`src/rtl/async_sram_ctrl.sv`:
```
// Host-side controller for an external asynchronous SRAM: one host word is
// assembled from BEATS sequential byte-lane accesses with programmable timing.
`timescale 1ns/1ps
module async_sram_ctrl #(
    parameter int SRAM_ADDR_W = 19,
    parameter int SRAM_DATA_W = 8,
    parameter int BEATS       = 4,
    parameter int RD_WAIT     = 2,
    parameter int WR_PULSE    = 2,
    parameter int TURN        = 1,
    localparam int HADDR_W    = SRAM_ADDR_W - $clog2(BEATS),
    localparam int HDATA_W    = BEATS * SRAM_DATA_W
) (
    input  logic                   clk,
    input  logic                   reset_n,
    input  logic                   req_valid,
    output logic                   req_ready,
    input  logic                   req_we,
    input  logic [HADDR_W-1:0]     req_addr,
    input  logic [HDATA_W-1:0]     req_wdata,
    input  logic [BEATS-1:0]       req_mask,
    output logic                   rsp_valid,
    output logic [HDATA_W-1:0]     rsp_data,
    output logic [SRAM_ADDR_W-1:0] sram_a,
    output logic [SRAM_DATA_W-1:0] sram_dq_out,
    output logic                   sram_dq_oe,
    input  logic [SRAM_DATA_W-1:0] sram_dq_in,
    output logic                   sram_ce_n,
    output logic                   sram_oe_n,
    output logic                   sram_we_n
);

    localparam int BW      = $clog2(BEATS);
    localparam int BEAT_W  = (BW > 0) ? BW : 1;
    localparam int CNT_MAX = (RD_WAIT > WR_PULSE) ? ((RD_WAIT > TURN) ? RD_WAIT : TURN)
                                                  : ((WR_PULSE > TURN) ? WR_PULSE : TURN);
    localparam int CNT_W   = $clog2(CNT_MAX + 1);

    typedef enum logic [2:0] {
        S_IDLE, S_RD, S_WS, S_WP, S_WH, S_DONE, S_TA
    } state_t;

    state_t                 state_q, state_d;
    logic [BEAT_W-1:0]      beat_q, beat_d;
    logic [CNT_W-1:0]       cnt_q, cnt_d;
    logic [HADDR_W-1:0]     addr_q, addr_d;
    logic [HDATA_W-1:0]     wdata_q, wdata_d;
    logic [BEATS-1:0]       mask_q, mask_d;
    logic [HDATA_W-1:0]     rsp_data_q, rsp_data_d;
    logic                   rsp_valid_q, rsp_valid_d;
    logic                   ready_q, ready_d;
    logic [SRAM_ADDR_W-1:0] a_q, a_d;
    logic [SRAM_DATA_W-1:0] dq_out_q, dq_out_d;
    logic                   dq_oe_q, dq_oe_d;
    logic                   ce_n_q, ce_n_d;
    logic                   oe_n_q, oe_n_d;
    logic                   we_n_q, we_n_d;
    logic [BEAT_W:0]        nb;
    logic                   is_rd, is_wr;

    // Lowest enabled beat at or above start; MSB flags that one was found.
    function automatic logic [BEAT_W:0] find_beat(input logic [BEATS-1:0] mask,
                                                  input int unsigned start);
        logic [BEAT_W:0] r;
        r = '0;
        for (int unsigned b = 0; b < BEATS; b++) begin
            if (!r[BEAT_W] && b >= start && mask[b]) r = {1'b1, BEAT_W'(b)};
        end
        return r;
    endfunction

    always_comb begin
        state_d    = state_q;
        beat_d     = beat_q;
        cnt_d      = cnt_q;
        addr_d     = addr_q;
        wdata_d    = wdata_q;
        mask_d     = mask_q;
        rsp_data_d = rsp_data_q;
        nb         = '0;
        case (state_q)
            S_IDLE: begin
                if (req_valid && ready_q) begin
                    addr_d  = req_addr;
                    wdata_d = req_wdata;
                    mask_d  = req_mask;
                    cnt_d   = '0;
                    beat_d  = '0;
                    if (!req_we) begin
                        state_d = S_RD;
                    end else begin
                        nb = find_beat(req_mask, 0);
                        if (nb[BEAT_W]) begin
                            state_d = S_WS;
                            beat_d  = nb[BEAT_W-1:0];
                        end else begin
                            state_d = S_DONE;
                        end
                    end
                end
            end
            S_RD: begin
                if (cnt_q == CNT_W'(RD_WAIT - 1)) begin
                    rsp_data_d[int'(beat_q)*SRAM_DATA_W +: SRAM_DATA_W] = sram_dq_in;
                    cnt_d = '0;
                    if (beat_q == BEAT_W'(BEATS - 1)) state_d = S_DONE;
                    else                              beat_d  = beat_q + 1'b1;
                end else begin
                    cnt_d = cnt_q + 1'b1;
                end
            end
            S_WS: begin
                state_d = S_WP;
                cnt_d   = '0;
            end
            S_WP: begin
                if (cnt_q == CNT_W'(WR_PULSE - 1)) state_d = S_WH;
                else                               cnt_d   = cnt_q + 1'b1;
            end
            S_WH: begin
                nb = find_beat(mask_q, 32'(beat_q) + 1);
                if (nb[BEAT_W]) begin
                    state_d = S_WS;
                    beat_d  = nb[BEAT_W-1:0];
                end else begin
                    state_d = S_DONE;
                end
            end
            S_DONE: begin
                cnt_d   = '0;
                state_d = (TURN > 0) ? S_TA : S_IDLE;
            end
            S_TA: begin
                if (cnt_q == CNT_W'(TURN - 1)) state_d = S_IDLE;
                else                           cnt_d   = cnt_q + 1'b1;
            end
            default: state_d = S_IDLE;
        endcase

        // Pin outputs are decoded from the next state so the registers line up with it.
        is_rd       = (state_d == S_RD);
        is_wr       = (state_d == S_WS) || (state_d == S_WP) || (state_d == S_WH);
        a_d         = (is_rd || is_wr) ? ((SRAM_ADDR_W'(addr_d) << BW) | SRAM_ADDR_W'(beat_d)) : a_q;
        dq_out_d    = is_wr ? wdata_d[int'(beat_d)*SRAM_DATA_W +: SRAM_DATA_W] : dq_out_q;
        dq_oe_d     = is_wr;
        ce_n_d      = !(is_rd || is_wr);
        oe_n_d      = !is_rd;
        we_n_d      = (state_d != S_WP);
        rsp_valid_d = (state_d == S_DONE);
        ready_d     = (state_d == S_IDLE);
    end

    always_ff @(posedge clk) begin
        if (!reset_n) begin
            state_q     <= S_IDLE;
            beat_q      <= '0;
            cnt_q       <= '0;
            addr_q      <= '0;
            wdata_q     <= '0;
            mask_q      <= '0;
            rsp_data_q  <= '0;
            rsp_valid_q <= 1'b0;
            ready_q     <= 1'b0;
            a_q         <= '0;
            dq_out_q    <= '0;
            dq_oe_q     <= 1'b0;
            ce_n_q      <= 1'b1;
            oe_n_q      <= 1'b1;
            we_n_q      <= 1'b1;
        end else begin
            state_q     <= state_d;
            beat_q      <= beat_d;
            cnt_q       <= cnt_d;
            addr_q      <= addr_d;
            wdata_q     <= wdata_d;
            mask_q      <= mask_d;
            rsp_data_q  <= rsp_data_d;
            rsp_valid_q <= rsp_valid_d;
            ready_q     <= ready_d;
            a_q         <= a_d;
            dq_out_q    <= dq_out_d;
            dq_oe_q     <= dq_oe_d;
            ce_n_q      <= ce_n_d;
            oe_n_q      <= oe_n_d;
            we_n_q      <= we_n_d;
        end
    end

    assign req_ready   = ready_q;
    assign rsp_valid   = rsp_valid_q;
    assign rsp_data    = rsp_data_q;
    assign sram_a      = a_q;
    assign sram_dq_out = dq_out_q;
    assign sram_dq_oe  = dq_oe_q;
    assign sram_ce_n   = ce_n_q;
    assign sram_oe_n   = oe_n_q;
    assign sram_we_n   = we_n_q;

endmodule

```
`config.mk`:
```
export PLATFORM = sky130hd
export DESIGN_NAME = async_sram_ctrl
export DESIGN_NICKNAME = d
export VERILOG_FILES = /design/src/rtl/async_sram_ctrl.sv
export SDC_FILE = /design/constraint.sdc
export NUM_CORES = 1
export LEC_CHECK = 0
export BUFFER_PORTS_ARGS = -buffer_cell sky130_fd_sc_hd__buf_4
export CAP_MARGIN = 20
export CORE_MARGIN = 2
export CORE_UTILIZATION = 58
export DETAILED_ROUTE_END_ITERATION = 10
export GPL_ROUTABILITY_DRIVEN = 0
export PLACE_DENSITY_LB_ADDON = 0.25
export SETUP_SLACK_MARGIN = 0.05
export SKIP_LAST_GASP = 1
export SLEW_MARGIN = 20
export SYNTH_ARGS = -nofsm -noshare
export SYNTH_HDL_FRONTEND = slang
export SYNTH_SLANG_ARGS = --single-unit
```
`constraint.sdc`:
```
create_clock -name clk -period 4.5 [get_ports clk]
set_clock_uncertainty 0.2 [all_clocks]
set_input_delay 0.45 -clock clk [delete_from_list [all_inputs] [get_ports clk]]
set_output_delay 0.45 -clock clk [all_outputs]
set_load 0.02 [all_outputs]
```
==> results.yml <==
power:
  total_power_uw: 2940
  leakagePower_uw: 0.00305
  p_per_area_mw_per_mm2: 395
  ir_drop_v: 0.000274
die:
  dieArea_sq_mm: 0.0104
  rows: 35
  dieHeight_microns: 102
  chipWidth_microns: 102
  start_util: 0.600
  pin_count: 130
  core-area_sq_mm: 0.00924
global_routing:
  grt_max_degree: 66
  antenna_found_initial: 0
  overflow: 0
  track_usage: 0.311
  grt_pass1_vias: 5298
  grt_first_pass_wirelength_mm: 25.2
worst_setup_path:
  cp.arrival_ns: 3.72
  crit_path_max_fanout: 17
  reg2reg_slack_ns: 0.98
  cp.required_ns: 4.70
  path_class: "register to register"
  r2r-end: "sram_dq_out[7]$_SDFFE_PN0P_"
  cp-start-kind: "register"
  r2r_cells: 10
  timing.rr.start: "beat_q[0]$_SDFF_PN0_"
  cp-end-kind: "register"
detailed_routing:
  dr_wl_met2_mm: 8.29
  wirelength_mm: 16.4
  m1WireLength_mm: 6.22
  dr.max_layer_used: "met4"
  wire_per_inst_microns: 16.9
  drt_iter0_drc: 449
  wl_met3_mm: 1.38
  drc: 0
  firstDrtPassIters: 7
  vias: 5687
  ant_nets: 0
  viasPerCell: 5.87
clock_tree:
  post_cts.repair.setup_buffers: 0
  cts.sinks: 125
  clk_path_buf_depth: 2
  cts_hold_buf: 32
  cts_inserted_buffers: 17
  insertion_delay_ns: 0.54
  cts_resized: 0
  root_buffer: "clkbuf_8"
  h-tree-depth: 4
  clk_pin_slew_ns: 0.06
  cts_tree: "yes"
logic_synthesis:
  ys_seq_area_frac: 0.451
  muxShareOfSynthArea: 0.0445
  synth-adder-area-share: 0.0226
  ys_ff_latch: 125
  synthXorXnorAreaFrac: 0
  synth_area_sq_mm: 0.00554
  synthCells: 687
  synth-compound-area-share: 0.193
  avgSynthCellArea_sq_um: 8.07
  synth_simple_gate_area_frac: 0.243
  ys_types: 47
  yosys_warnings: 0
  synth_nets: 762
  synth_top_family_by_area: "simple AND/OR/NAND/NOR gates"
min_path:
  hold_path.class: "primary input to register"
  min_from: "req_wdata[27]"
  min_to: "wdata_q[27]$_SDFF_PN0_"
  hold-path-cell-count: 3
timing:
  hold_viol_final: 0
  max_slew_margin: 0.367
  period_share: 0.782
  worst_pin_slew_ns: 0.948
  period_needed_ns: 3.52
  finalMaxSlewViolations: 0
  grt_setup_unrepaired: "false"
  finalSetupViolCount: 0
  fmax_mhz: 284
  setup_tns_ns: 0
outcome:
  outcome: "completed"
final_layout:
  final_area_sq_mm: 0.00743
  synthToLayoutAreaGrowth_pct: 34.1
  layout.nets: 901
  finalNonFillerCells: 969
  fin_util: 0.804
  drive_gt1_frac: 0.232
place:
  dp_hpwl_mm: 10.2
  io_buffers: 129
  dp_cells: 901
  placed_area_sq_mm: 0.00653
flow_run:
  cap_violations: 0
[sequential cells by signal (all words and copies together), names as in the netlist, 3 cells and up]
signal       flops
rsp_data        32
wdata_q         32
sram_a          19
addr_q          17
sram_dq_out      8
mask_q           4
state_q          3
[cell families after synthesis]
kind of cell / after synthesis
fa+ha+maj: 10
mux: 19
buf+inv: 63
compound gates: 178
simple gates: 292
flops: 125
[synth_stat cells, drive strengths merged]
library cell	count	area [sq um]
nand2	162	616
clkbuf	36	135
a31oi	2	12.5
o21ai	21	109
a221oi	1	15.0
o31ai	8	60.1
a21boi	8	60.1
nor2b	5	31.3
nand4	1	6.26
o211ai	17	128
nor3	6	35.0
nand3b	1	7.51
and3b	1	8.76
o21a	2	15.0
o311ai	1	8.76
o21bai	1	7.51
inv	14	52.6
nor3b	1	7.51
a211oi	8	60.1
a21o	1	7.51
and3	26	163
nor2	11	41.3
a22oi	9	67.6
o2111ai	1	8.76
and2	24	150
a21oi	94	474
buf	13	63.8
dfxtp	125	2500
mux2i	1	10.0
nand3	48	240
a311oi	1	8.76
mux2	18	236
nor4	2	12.5
ha	10	125
nand2b	2	12.5
a2bb2oi	1	8.76
or2	2	15.0
o311a	2	20.0
[worst max-delay path by stage]
stage | endpoint | slack (ns) | startpoint
floorplan | sram_a[10]$_SDFFE_PN0P_ | 1.63 | beat_q[0]$_SDFF_PN0_
global placement | sram_dq_out[7]$_SDFFE_PN0P_ | 1.27 | beat_q[0]$_SDFF_PN0_
detailed placement | sram_dq_out[7]$_SDFFE_PN0P_ | 1.11 | beat_q[0]$_SDFF_PN0_
CTS | sram_dq_out[7]$_SDFFE_PN0P_ | 1.08 | beat_q[0]$_SDFF_PN0_
global route | sram_dq_out[7]$_SDFFE_PN0P_ | 0.73 | beat_q[0]$_SDFF_PN0_
finish | sram_dq_out[7]$_SDFFE_PN0P_ | 0.98 | beat_q[0]$_SDFF_PN0_
[power by group]
group	switching, uW	total (uW)	internal (uW)
logic	265	452	187
clock network	546	1290	740
registers	34.4	1200	1160
[metal layers]
layer	up-vias	track usage
met5	-	0
met4	0	0.123
met3	72	0.0718
met2	302	0.544
met1	2653	0.370
li1	2660	-
[cell usage in the layout, fill, tap and decap left out, types with 2 or more instances in the layout]
cell           instances
inv_1                 13
clkinv_2               3
and2_1                24
clkinv_4               2
o31ai_1                8
nor2b_1                4
o21ai_2                2
a22oi_1                9
a21oi_1               93
ha_1                  10
clkinvlp_4             3
inv_6                  6
dlygate4sd3_1         35
nor2_1                11
dfxtp_1              125
o311a_1                2
nand2b_1               2
a31oi_1                2
o211ai_1              17
mux2_2                 9
a21boi_0               8
nor3_1                 5
buf_4                134
o21ai_0               18
nand3_1               47
nor4_1                 2
a211oi_1               8
clkbuf_16             16
and3_1                26
o21a_1                 2
mux2_4                 9
nand2_1              161
[critical path, cell delays in order, from the launching register on]
cell	delay, ns
dfxtp_1	0.55
inv_1	0.18
ha_1	0.29
and2_1	0.19
o21ai_0	0.37
a31oi_1	0.22
o21ai_2	0.57
buf_4	0.31
a21boi_0	0.11
o311ai_1	0.29
o211ai_1	0.11
[stage by stage]
stage / worst slack (ns) / hold WS (ns)
CTS: 1.08 / 0.000750
global route: 0.733 / 0.00251
floorplan: 1.63 / 0.233
global placement: 1.27 / 0.239
detailed placement: 1.11 / 0.244
finish: 0.980 / 0.00420
[cell type report]
class	count	area, sq um
antenna	1	2.50
clock inverter	15	138
sequential	125	2500
clock buffer	17	414
inverter	14	52.6
fill	618	1810
tap	129	161
timing repair buffer	169	1360
multi-input combinational	499	2810
Note: power is estimated with default switching activity, not from simulation.
